File: config.mk
export PLATFORM = sky130hd
export DESIGN_NAME = mem_arbiter
export DESIGN_NICKNAME = d
export VERILOG_FILES = /design/src/rtl/mem_arbiter_pkg.sv /design/src/rtl/rr_arbiter2.sv /design/src/rtl/mem_arbiter.sv
export VERILOG_INCLUDE_DIRS = /design/src /design/src/rtl
export SDC_FILE = /design/constraint.sdc
export NUM_CORES = 1
export LEC_CHECK = 0
export ABC_AREA = 1
export BUFFER_PORTS_ARGS = -buffer_cell sky130_fd_sc_hd__buf_2
export CORE_AREA = 2 2 111 113
export CTS_BUF_LIST = sky130_fd_sc_hd__clkbuf_2
export DETAILED_ROUTE_END_ITERATION = 7
export DIE_AREA = 0 0 113 115
export HOLD_SLACK_MARGIN = 0.06
export PLACE_DENSITY = 0.6
export SYNTH_ARGS = -nofsm -noshare
export SYNTH_HDL_FRONTEND = slang
export SYNTH_SLANG_ARGS = --single-unit
File: constraint.sdc
create_clock -name CLK -period 3.15 [get_ports CLK]
set_input_delay 0.63 -clock CLK [delete_from_list [all_inputs] [get_ports CLK]]
set_output_delay 0.63 -clock CLK [all_outputs]
set_load 0.005 [all_outputs]
File: src/rtl/mem_arb_defs.vh
// rtl/mem_arb_defs.vh - shared arbiter state encodings and memory depth
`ifndef MEM_ARB_DEFS_VH
`define MEM_ARB_DEFS_VH

`define MEM_ARB_ST_IDLE   2'd0
`define MEM_ARB_ST_ACCESS 2'd1
`define MEM_ARB_ST_RESP   2'd2
`define MEM_ARB_MEM_SIZE  16384

`endif

File: src/rtl/mem_arbiter_pkg.sv
// rtl/mem_arbiter_pkg.sv - arbiter state type and grant encodings
package mem_arbiter_pkg;
`include "mem_arb_defs.vh"

  typedef enum logic [1:0] {
    ST_IDLE   = `MEM_ARB_ST_IDLE,
    ST_ACCESS = `MEM_ARB_ST_ACCESS,
    ST_RESP   = `MEM_ARB_ST_RESP
  } state_t;

  localparam int   MEM_SIZE_DEFAULT = `MEM_ARB_MEM_SIZE;
  localparam logic GNT_CPU          = 1'b0;
  localparam logic GNT_PERIPH       = 1'b1;
endpackage

File: src/rtl/rr_arbiter2.sv
// rtl/rr_arbiter2.sv - two-way round-robin pick; gnt=1 selects req[1]
module rr_arbiter2 (
  input  logic [1:0] req,
  input  logic       last_grant,
  output logic       gnt_valid,
  output logic       gnt
);
  assign gnt_valid = |req;
  assign gnt       = (&req) ? ~last_grant : req[1];
endmodule

File: src/rtl/mem_arbiter.sv
// rtl/mem_arbiter.sv - CPU/peripheral round-robin arbiter onto one single-port RAM
module mem_arbiter
  import mem_arbiter_pkg::*;
#(
  parameter int MEM_SIZE = MEM_SIZE_DEFAULT,
  parameter int AW       = 14
) (
  input  logic          CLK,
  input  logic          RST_BTN,
  input  logic          c_valid,
  input  logic [31:0]   c_addr,
  input  logic [31:0]   c_wdata,
  input  logic [3:0]    c_wstrb,
  output logic          c_ready,
  output logic [31:0]   c_rdata,
  input  logic          p_valid,
  input  logic [31:0]   p_addr,
  input  logic [31:0]   p_wdata,
  input  logic [3:0]    p_wstrb,
  output logic          p_ready,
  output logic [31:0]   p_rdata,
  output logic          ram_en,
  output logic [3:0]    ram_we,
  output logic [AW-1:0] ram_addr,
  output logic [31:0]   ram_wdata,
  input  logic [31:0]   ram_rdata,
  output logic          grant_p
);
  state_t      state, state_nxt;
  logic        last_grant;
  logic        owner;
  logic        rd_ok;
  logic        win_valid;
  logic        win;
  logic [31:0] sel_addr;
  logic [31:0] sel_wdata;
  logic [3:0]  sel_wstrb;
  logic        in_range;

  rr_arbiter2 u_rr (
    .req        ({p_valid, c_valid}),
    .last_grant (last_grant),
    .gnt_valid  (win_valid),
    .gnt        (win)
  );

  assign sel_addr  = win ? p_addr  : c_addr;
  assign sel_wdata = win ? p_wdata : c_wdata;
  assign sel_wstrb = win ? p_wstrb : c_wstrb;
  assign in_range  = (sel_addr >> 2) < 32'(MEM_SIZE);

  always_ff @(posedge CLK) begin
    if (!RST_BTN) state <= ST_IDLE;
    else          state <= state_nxt;
  end

  always_comb begin
    state_nxt = state;
    case (state)
      ST_IDLE:   if (win_valid) state_nxt = ST_ACCESS;
      ST_ACCESS: state_nxt = ST_RESP;
      ST_RESP:   state_nxt = ST_IDLE;
      default:   state_nxt = ST_IDLE;
    endcase
  end

  always_ff @(posedge CLK) begin
    if (!RST_BTN) begin
      last_grant <= GNT_PERIPH;
      owner      <= GNT_CPU;
      rd_ok      <= 1'b0;
      ram_en     <= 1'b0;
      ram_we     <= 4'b0;
      ram_addr   <= '0;
      ram_wdata  <= 32'h0;
      c_ready    <= 1'b0;
      p_ready    <= 1'b0;
      grant_p    <= 1'b0;
    end else begin
      c_ready <= 1'b0;
      p_ready <= 1'b0;
      case (state)
        ST_IDLE: begin
          if (win_valid) begin
            ram_en     <= 1'b1;
            ram_we     <= in_range ? sel_wstrb : 4'b0;
            ram_addr   <= sel_addr[AW+1:2];
            ram_wdata  <= sel_wdata;
            last_grant <= win;
            owner      <= win;
            grant_p    <= win;
            rd_ok      <= in_range && (sel_wstrb == 4'b0);
          end
        end
        ST_ACCESS: begin
          ram_en  <= 1'b0;
          ram_we  <= 4'b0;
          c_ready <= (owner == GNT_CPU);
          p_ready <= (owner == GNT_PERIPH);
        end
        ST_RESP: grant_p <= 1'b0;
        default: ;
      endcase
    end
  end

  // RAM read data only exists in RESP, so rdata is steered combinationally there
  always_comb begin
    c_rdata = 32'h0;
    p_rdata = 32'h0;
    if (state == ST_RESP && rd_ok) begin
      if (owner == GNT_CPU) c_rdata = ram_rdata;
      else                  p_rdata = ram_rdata;
    end
  end
endmodule

==> run metrics, run 1 <==
run status finished with violations; failing checks design-rule violations; post-synthesis share of cell area spent on full adders, half adders and majority gates 0; antenna fix cells 0; pin count of the biggest net entering global routing a little under 100; worst min-delay path class in2reg; area used by multi-input combinational logic ~1600 µm²; distinct cell type count of the synthesized netlist 23; global-route wire length before repair 18.4 mm; highest clock frequency the design can meet 383 MHz; TritonRoute pass-1 iters 8; Final Critical Period 2.61 ns; main combinational cell family by area after synthesis simple AND/OR/NAND/NOR gates; worst-case register-to-register setup slack ~1.5 ns; insertion delay to the later sink of the worst-skew pair slightly below 0.5 ns; routed wire length ~12 mm; total of max-cap violations 0; total clock sinks 59; share of the clock period used by the worst path 0.828; clock tree buffer depth 2; most numerous cell types in the synthesized netlist sky130_fd_sc_hd__nand2_1, sky130_fd_sc_hd__nor3_1, sky130_fd_sc_hd__dfxtp_1, sky130_fd_sc_hd__a31oi_1, sky130_fd_sc_hd__o21ai_0; die width 113 µm; Worst-path clk slew 0.19 ns; final count of negative-setup-slack endpoints 0; root buf cell sky130_fd_sc_hd__clkbuf_2; VDD IR-drop max 0.000172 V; proportion of netlist area held by the largest area contributor 0.377; antenna violation net count after detailed routing 0; area added between synthesis and finish 50.2%; Post-Synth XOR/XNOR Area 0; maximum fanout count along the critical path 40; # fillers 1,299; via count 4,045; Critical R2R Launch last_grant; most area-consuming cells after synthesis sky130_fd_sc_hd__dfxtp_1, sky130_fd_sc_hd__nand2_1, sky130_fd_sc_hd__nor3_1; Avg Synthesized Cell Area 6.62 µm²; Tightest Pin Transition about 0.96 ns; Critical Path RT 2.52 ns; Die Y 115 µm; final max-slew violation count 0; final hold vios 0; initial core utilization 0.265; Routed wire per std cell 13.6 µm; Seq cells post-synth 59; Die Footprint 13,000 µm²; number of port buffers roughly 290; WP data arrival 1.98 ns; first element of the critical path state[0]; final core utilization 0.399; CP Class reg2out; Yosys top cell by area sky130_fd_sc_hd__dfxtp_1; cell count after synthesis 473; critical hold path startpoint c_addr[2]; post-route cell area 4710 µm²; placeable core area 11,800 µm²; count of H-tree levels built during CTS 3; relative slew slack 0.360; placed inst area 4570 µm²; Detailed Route Iter0 Violations ~160; number of antenna violations at the first check in global routing 0; share of flip-flops with an asynchronous set or reset 0; setup tns final 0 ns; leakage dissipation 2.61 nW; Worst Skew approximately 0.025 ns; vias in the first global route 3,687; number of warnings printed during yosys synthesis 0; Synth Cell Area 3130 µm²; power per cell area 395 nW/µm²; global-route total usage across every layer 0.181; number of flops mapped to enable cells by yosys 0; TritonCTS clock tree done; fraction of final layout cells sized beyond drive strength 1 0.424; Startpoint Class register; count of standard-cell rows 40; weighted congestion reported at the end of routability-driven placement 0.771; Primary FF master, synth sky130_fd_sc_hd__dfxtp_1; number of DRC violations after detailed routing 19; Post-DP HPWL 9.22 mm; net count of the mapped netlist 645; overall overflow remaining after global route 0; endpoint kind of the worst setup timing path primary output; multiplexer share of the synthesized area 0; average via count per standard cell 4.56; cts bufs inserted 9; area used by sequential logic in the layout 1180 µm²; simple-gate share of the synthesized area 0.309; unrepaired setup endpoints after global routing false; share of the yosys chip area belonging to registers 0.377; I/O pin cnt 290; compound-gate portion of the synthesized area 0.187; dominant cell by count in the synthesized netlist sky130_fd_sc_hd__nand2_1; final-stage net count 908
## layout by cell type (no fill, tap or decap)
| master | Yosys | layout |
|---|---|---|
| sky130_fd_sc_hd__nand2_1 | 120 | 120 |
| sky130_fd_sc_hd__o21ai_1 | 3 | 3 |
| sky130_fd_sc_hd__a21oi_1 | 8 | 8 |
| sky130_fd_sc_hd__clkinv_2 | 0 | 3 |
| sky130_fd_sc_hd__buf_12 | 0 | 1 |
| sky130_fd_sc_hd__inv_2 | 2 | 2 |
| sky130_fd_sc_hd__o21ai_2 | 1 | 1 |
| sky130_fd_sc_hd__nand3b_1 | 2 | 2 |
| sky130_fd_sc_hd__nand2_2 | 3 | 3 |
| sky130_fd_sc_hd__o211ai_1 | 1 | 1 |
| sky130_fd_sc_hd__clkinv_1 | 0 | 2 |
| sky130_fd_sc_hd__nor3_1 | 66 | 66 |
| sky130_fd_sc_hd__clkbuf_2 | 0 | 9 |
| sky130_fd_sc_hd__buf_4 | 4 | 5 |
| sky130_fd_sc_hd__bufinv_16 | 0 | 2 |
| sky130_fd_sc_hd__nor2_4 | 1 | 1 |
| sky130_fd_sc_hd__nand3_4 | 0 | 1 |
| sky130_fd_sc_hd__o21ai_0 | 45 | 45 |
| sky130_fd_sc_hd__buf_2 | 16 | 285 |
| sky130_fd_sc_hd__inv_1 | 42 | 42 |
| sky130_fd_sc_hd__dfxtp_1 | 59 | 59 |
| sky130_fd_sc_hd__nor2_1 | 28 | 28 |
| sky130_fd_sc_hd__nand3_1 | 5 | 4 |
| sky130_fd_sc_hd__nor2_2 | 1 | 1 |
| sky130_fd_sc_hd__and2_0 | 1 | 1 |
| sky130_fd_sc_hd__a31oi_1 | 46 | 46 |
## cells by family (layout without fill, tap and decap cells)
family | count (synthesis) | after routing
compound gates | 104 | 104
buf+inv | 83 | 351
flops | 59 | 59
simple gates | 227 | 227
## report_power, final
group | internal (mW) | switching (mW) | total [mW]
Combinational | 0.199 | 0.256 | 0.455
Clock | 0.254 | 0.290 | 0.544
Sequential | 0.824 | 0.0347 | 0.859
## what timing repair did
action	CTS	global route
hold buffers	0	0
endpoints found under the setup margin	0	2
buffers inserted	0	0
resized for setup	0	1
## final timing paths
path,end,cells after the start
min reg2reg,ram_we[0],2
max reg2reg,rd_ok,9
max,c_rdata[7],5
min,ram_addr[0],3
## state kept, by name, summed over array words and instances (netlist names)
name,count
p_ready,1
rd_ok,1
state,2
owner,1
ram_we,4
ram_addr,14
ram_en,1
c_ready,1
ram_wdata,32
grant_p,1
last_grant,1
## layer usage
| metal | up-vias | wire length [µm] | global-route usage |
|---|---|---|---|
| met5 | - | 0 | 0 |
| met4 | 0 | 214 | 0.0642 |
| met3 | 15 | 1040 | 0.0643 |
| met2 | 183 | 6010 | 0.329 |
| met1 | 1749 | 4760 | 0.196 |
| li1 | 2098 | - | - |
## layout make-up
class,instances,share of cell area
clock inverters,7,0.0175
multi-input cells,331,0.333
clock buffers,9,0.00957
inverters,44,0.0351
well taps,147,0.0391
flip-flops and latches,59,0.251
repair buffers,291,0.315
## critical path: stages, from the launching register on
cell                      delay (ns)
sky130_fd_sc_hd__dfxtp_1        0.38
sky130_fd_sc_hd__inv_1          0.12
sky130_fd_sc_hd__nand3_4        0.31
sky130_fd_sc_hd__buf_4          0.34
sky130_fd_sc_hd__nor3_1         0.18
sky130_fd_sc_hd__buf_2          0.15
## stage by stage
step / instances / hold WS, ns / power (mW) / setup WS [ns]
2_1_floorplan: 473 / 0.429 / 1.12 / 1.56
3_3_place_gp: 872 / 0.446 / 1.34 / 0.844
3_5_place_dp: 872 / 0.453 / 1.34 / 0.839
4_1_cts: 888 / 0.291 / 1.89 / 0.200
5_1_grt: 888 / 0.277 / 1.99 / 0.312
6_report: 888 / 0.376 / 1.86 / 0.541
Power figures use the tool's default switching activity.
==> run 2: changes to the inputs <==
Settings changed: CORE_AREA 2 2 111 113 to 2 2 112 114, DIE_AREA 0 0 113 115 to 0 0 114 116, PLACE_DENSITY 0.6 to 0.59.
Clock period 3.15 ns to 2.5 ns, I/O delays scaled along.
==> run 2 against run 1 <==
Against the previous run: the run now ends clean; highest routed layer unchanged; sequential power is 26% higher; flip-flop and latch count unchanged; register-to-register slack worse by 0.56 ns; hold slack got worse by 0.12 ns; clock skew is 0.0043 ns lower.
==> run metrics, run 2 (same netlist as run 1, synthesis figures left out) <==
run status completed; Routed wire per std cell 12.9 µm (-4.8%); total clock sinks 59 (unchanged); relative slew slack 0.543 (+0.184); worst min-delay path class in2reg; final hold vios 0 (unchanged); portion of total power attributed to sequential cells 0.510 (+0.048); post-CTS setup buffers 0 (unchanged); via count 4,055 (+0.25%); worst reg-to-reg path cell count 6 (-3); TritonRoute pass-1 iters 4 (-4); Startpoint Class register; share of the clock period used by the worst path 0.928; global-route wire length before repair 17.1 mm (-7.5%); maximum fanout count along the critical path 23 (-43%); worst hold margin 0.252 ns (-0.124 ns); Worst Skew 0.0212 ns (-0.00427 ns); area used by sequential logic in the layout 1180 µm² (unchanged); part of the power in combinational logic 0.271 (+0.026); CP Class reg2out; die width 114 µm (+0.88%); setup tns final 0 ns (unchanged); fraction of final layout cells sized beyond drive strength 1 0.426 (+0.00232); largest registers ranked by flip-flop count ram_wdata (32), ram_addr (14), ram_we (4); root buf cell sky130_fd_sc_hd__clkbuf_2; Post-DP HPWL 8.48 mm (-8.0%); TritonCTS clock tree done; highest clock frequency the design can meet 431 MHz; routed wire length 11.5 mm (-4.5%); # fillers 1,308 (+0.69%); Worst-path clk slew 0.16 ns (-0.03 ns); Critical R2R Launch last_grant; Die Y 116 µm (+0.87%); vias in the first global route 3,604 (-2.3%); area used by multi-input combinational logic 1580 µm² (+0.64%); Tightest Pin Transition 0.684 ns (-0.275 ns); final core utilization 0.393 (-0.00534); clock tree buffer depth 2 (unchanged); unrepaired setup endpoints after global routing false; count of standard-cell rows 40 (unchanged); portion of total power attributed to the clock network 0.220 (-0.073); power per cell area 454 nW/µm² (+15%); global-route total usage across every layer 0.162 (-0.0196); cell internal power dissipation 1.41 mW (+10%); final max-slew violation count 0 (unchanged); switching fraction of total power 0.337 (+0.0239); most common cell after layout, fill and taps aside sky130_fd_sc_hd__buf_2; Hold EP ram_wdata[9]; antenna violation net count after detailed routing 0 (unchanged); number of port buffers 285 (unchanged); number of DRC violations after detailed routing 0 (-19); count of H-tree levels built during CTS 3 (unchanged); total of max-cap violations 0 (unchanged); weighted congestion reported at the end of routability-driven placement 0.781 (+1.4%); Most flops, register ram_wdata; leakage dissipation 2.59 nW (-0.52%); flip-flop count of the largest register after layout 32 (unchanged); final-stage net count 912 (+0.44%); insertion delay to the later sink of the worst-skew pair 0.48 ns (about the same); cts bufs inserted 9 (unchanged); VDD IR-drop max 0.000217 V (+26%); worst-case register-to-register setup slack 0.93 ns (-0.56 ns); overall overflow remaining after global route 0 (unchanged); number of antenna violations at the first check in global routing 0 (unchanged); Cells on Worst Hold Path 3 (unchanged); endpoint kind of the worst setup timing path primary output; average via count per standard cell 4.55 (about the same); WP data arrival 1.82 ns (-0.16 ns); final count of negative-setup-slack endpoints 0 (unchanged); Die Footprint 13,200 µm² (+1.8%); commonest non-fill, non-tap cells in the layout sky130_fd_sc_hd__buf_2, sky130_fd_sc_hd__nand2_1, sky130_fd_sc_hd__nor3_1; I/O pin cnt 290 (unchanged); Final Critical Period 2.32 ns; Detailed Route Iter0 Violations 166 (+1.2%); Crit Reg-Reg Endpoint ram_wdata[16]; placeable core area 11,900 µm² (+0.85%); initial core utilization 0.263 (-0.00223); net switching power figure 716 µW (+23%); critical hold path startpoint c_wdata[9]; Total Power 2.13 mW (+14%); antenna fix cells 0 (unchanged); Critical Path RT 2.00 ns (-0.52 ns); area added between synthesis and finish 49.5%; pin count of the biggest net entering global routing 62 (-36%)
==> run 2: layout make-up <==
| cell class | count | share of cell area |
|---|---|---|
| Clock buffer | 10 | 0.0107 |
| Multi-Input combinational cell | 332 | 0.336 |
| Timing Repair Buffer | 294 | 0.322 |
| Tap cell | 147 | 0.0393 |
| Inverter | 44 | 0.0353 |
| Clock inverter | 5 | 0.00454 |
| Sequential cell | 59 | 0.252 |
==> run 2: stage by stage <==
stage	area (µm²)	std cells	setup slack [ns]
finish	4680	891	0.181
global route	4680	891	0.0163
CTS	4670	890	0.0847
detailed placement	4590	875	0.577
global placement	4590	875	0.580
floorplan	3130	473	1.04
==> run 2: what timing repair did <==
action | CTS | global route
hold buffers | 0 | 0
gates cloned | 0 | 1
gates resized for setup | 1 | 1
endpoints found under the setup margin | 27 | 2
==> run 2: metal layers <==
layer,GRT usage,vias up,routed length (µm)
li1,-,2115,-
met1,0.170,1752,4520
met2,0.301,169,5850
met3,0.0513,19,933
met4,0.0626,0,190
met5,0,-,0
==> run 2: worst max-delay path, cell delays in order, from the launching register on <==
cell	delay (ns)
sky130_fd_sc_hd__dfxtp_1	0.34
sky130_fd_sc_hd__inv_1	0.50
sky130_fd_sc_hd__buf_4	0.31
sky130_fd_sc_hd__nor3_1	0.07
sky130_fd_sc_hd__buf_2	0.13
==> run 2: how the worst max path moves through the flow <==
stage / start / slack [ns] / end
finish: owner / 0.18 / p_rdata[2]
detailed placement: state[0] / 0.58 / c_rdata[8]
CTS: owner / 0.08 / p_rdata[8]
global placement: state[0] / 0.58 / p_rdata[26]
floorplan: state[0] / 1.04 / c_rdata[0]
global route: owner / 0.02 / p_rdata[5]
==> run 2: power groups by stage <==
stage	clock [mW]	sequential [mW]	combinational, mW
finish	0.467	1.08	0.575
global placement	0	1.10	0.582
CTS	0.504	1.08	0.582
floorplan	0	1.11	0.301
detailed placement	0	1.10	0.580
global route	0.536	1.10	0.655
==> run 3: changes to the inputs <==
Settings changed: BUFFER_PORTS_ARGS -buffer_cell sky130_fd_sc_hd__buf_2 to not set, DONT_BUFFER_PORTS set to 1, PLACE_DENSITY 0.59 to 0.38.
==> run 3 against run 2 <==
Against the previous run: total power shrank 9.6%; setup slack got worse by 0.11 ns; sequential share of layout area rose by 11 points; final cell count fell by 32%; wire length decreased by 12%; clock-buffer cell count unchanged; maximum frequency down 4.3%; sequential power increased by 4%.
==> run metrics, run 3 (same netlist as run 1, synthesis figures left out) <==
global-route met2 utilization 0.227 (-0.0742); WP data arrival 1.92 ns (+0.10 ns); number of port buffers 0 (-100%); unrepaired setup endpoints after global routing true; final hold vios 0 (unchanged); root buf cell sky130_fd_sc_hd__clkbuf_2; weighted congestion reported at the end of routability-driven placement 0.736 (-5.8%); Post-DP HPWL 7.04 mm (-17%); setup tns final 0 ns (unchanged); most common cell after layout, fill and taps aside sky130_fd_sc_hd__nand2_1; power per cell area 581 nW/µm² (+28%); count of standard-cell rows 40 (unchanged); largest registers ranked by flip-flop count ram_wdata (32), ram_addr (14), ram_we (4); met1 capacity usage during global routing 0.160 (-0.0104); Total Power 1.92 mW (-9.6%); area used by sequential logic in the layout 1180 µm² (unchanged); Most flops, register ram_wdata; initial core utilization 0.263 (unchanged); flip-flop count of the largest register after layout 32 (unchanged); cts bufs inserted 9 (unchanged); endpoint kind of the worst setup timing path primary output; total clock sinks 59 (unchanged); Worst Skew 0.0299 ns (+0.00870 ns); antenna violation net count after detailed routing 0 (unchanged); Final Critical Period 2.42 ns (+0.105 ns); most used routing layer in global routing met2; global-route total usage across every layer 0.138 (-0.0233); portion of total power attributed to the clock network 0.238 (+0.018); antenna fix cells 0 (unchanged); maximum fanout count along the critical path 33 (+43%); highest clock frequency the design can meet 413 MHz (-4.3%); TritonCTS clock tree done; overall overflow remaining after global route 0 (unchanged); Die Y 116 µm (unchanged); clock tree buffer depth 2 (unchanged); area added between synthesis and finish 5.47%; total of max-cap violations 0 (unchanged); I/O pin cnt 290 (unchanged); worst min-delay path class in2reg; cell internal power dissipation 1.27 mW (-9.8%); run status completed; Startpoint Class register; die width 114 µm (unchanged); routed wire length 10.1 mm (-12%); part of the power in combinational logic 0.179 (-0.092); commonest non-fill, non-tap cells in the layout sky130_fd_sc_hd__nand2_1, sky130_fd_sc_hd__nor3_1, sky130_fd_sc_hd__dfxtp_1; Cells on Worst Hold Path 2 (-1); area used by multi-input combinational logic 1560 µm² (-1.1%); TritonRoute pass-1 iters 6 (+2); VDD IR-drop max 0.000219 V (+1.2%); relative slew slack 0.624 (+0.0803); Tightest Pin Transition 0.563 ns (-0.121 ns); via count 3,103 (-23%); placeable core area 11,900 µm² (unchanged); worst hold margin 0.125 ns (-0.128 ns); # fillers 1,357 (+3.7%); final-stage net count 631 (-31%); vias in the first global route 2,802 (-22%); leakage dissipation 1.33 nW (-49%); worst reg-to-reg path cell count 6 (unchanged); post-CTS setup buffers 0 (unchanged); final max-slew violation count 0 (unchanged); Worst-path clk slew 0.17 ns (about the same); average via count per standard cell 5.10 (+12%); Routed wire per std cell 16.6 µm (+28%); CP Class reg2out; number of DRC violations after detailed routing 0 (unchanged); count of H-tree levels built during CTS 3 (unchanged); switching fraction of total power 0.338 (+0.00155); number of antenna violations at the first check in global routing 0 (unchanged); insertion delay to the later sink of the worst-skew pair 0.48 ns (about the same); pin count of the biggest net entering global routing 65 (+4.8%); met3 global-route usage 0.0570 (+0.00575); Die Footprint 13,200 µm² (unchanged); net switching power figure 650 µW (-9.2%); final count of negative-setup-slack endpoints 0 (unchanged); portion of total power attributed to sequential cells 0.583 (+0.073); global-route wire length before repair 14.3 mm (-16%); Detailed Route Iter0 Violations 147 (-11%); share of the clock period used by the worst path 0.970 (+0.0420); fraction of final layout cells sized beyond drive strength 1 0.0671 (-0.359); Critical Path RT 2.00 ns (about the same)
## run 3: changes by cell type in the layout (fill, tap and decap cells not counted)
cell | before | now
sky130_fd_sc_hd__buf_2 | 285 | 0
sky130_fd_sc_hd__dlygate4sd3_1 | 0 | 5
sky130_fd_sc_hd__clkinvlp_4 | 0 | 2
sky130_fd_sc_hd__buf_12 | 1 | 2
sky130_fd_sc_hd__buf_4 | 8 | 7
sky130_fd_sc_hd__clkinv_1 | 3 | 2
sky130_fd_sc_hd__clkinv_2 | 2 | 1
sky130_fd_sc_hd__inv_2 | 3 | 2
sky130_fd_sc_hd__nand3_4 | 1 | 0
## run 3: area by class of cell
cell class / count / share of cell area
clock inverters: 4 / 0.00606
repair buffers: 14 / 0.0432
multi-input cells: 331 / 0.471
well taps: 147 / 0.0557
flip-flops and latches: 59 / 0.357
clock buffers: 10 / 0.0151
inverters: 44 / 0.0511
## run 3: metrics by stage
stage / utilization / cells / setup WS [ns] / cell area [µm²]
2_1_floorplan: - / 473 / 1.04 / 3130
3_3_place_gp: 0.267 / 590 / 0.671 / 3180
3_5_place_dp: 0.267 / 590 / 0.629 / 3180
4_1_cts: 0.274 / 605 / 0.0223 / 3260
5_1_grt: 0.277 / 609 / -0.0765 / 3300
6_report: 0.277 / 609 / 0.0760 / 3300
## run 3: worst paths after layout
check             slack [ns]       start             to
setup reg to reg        0.96  last_grant  ram_wdata[14]
setup / recovery        0.08       owner     p_rdata[7]
hold reg to reg         0.49  last_grant     last_grant
hold / removal          0.12     RST_BTN  ram_wdata[28]
## run 3: worst max-delay path, cell delays in order (launching register included)
cell and delay, ns:
sky130_fd_sc_hd__dfxtp_1 0.40, sky130_fd_sc_hd__clkinvlp_4 0.48, sky130_fd_sc_hd__nor3_1 0.38, sky130_fd_sc_hd__buf_4 0.16
## run 3: repair_timing
item,4_1_cts,5_1_grt
gates resized for setup,0,1
hold buffers,1,4
hold endpoints to repair,2,10
endpoints found under the setup margin,0,3
## run 3: power by group through the flow
stage                     Sequential [mW]  Combinational (mW)  Clock [mW]
after CTS                            1.12               0.341       0.489
after detailed placement             1.14               0.339           0
after global routing                 1.13               0.401       0.531
after global placement               1.14               0.330           0
after floorplan                      1.11               0.301           0
final                                1.12               0.344       0.457
## run 3: per-layer routing
| layer | share of wire | vias up |
|---|---|---|
| met2 | 0.48 | 162 |
| li1 | - | 1547 |
| met3 | 0.094 | 11 |
| met4 | 0.013 | 0 |
| met1 | 0.41 | 1383 |
| met5 | 0 | - |
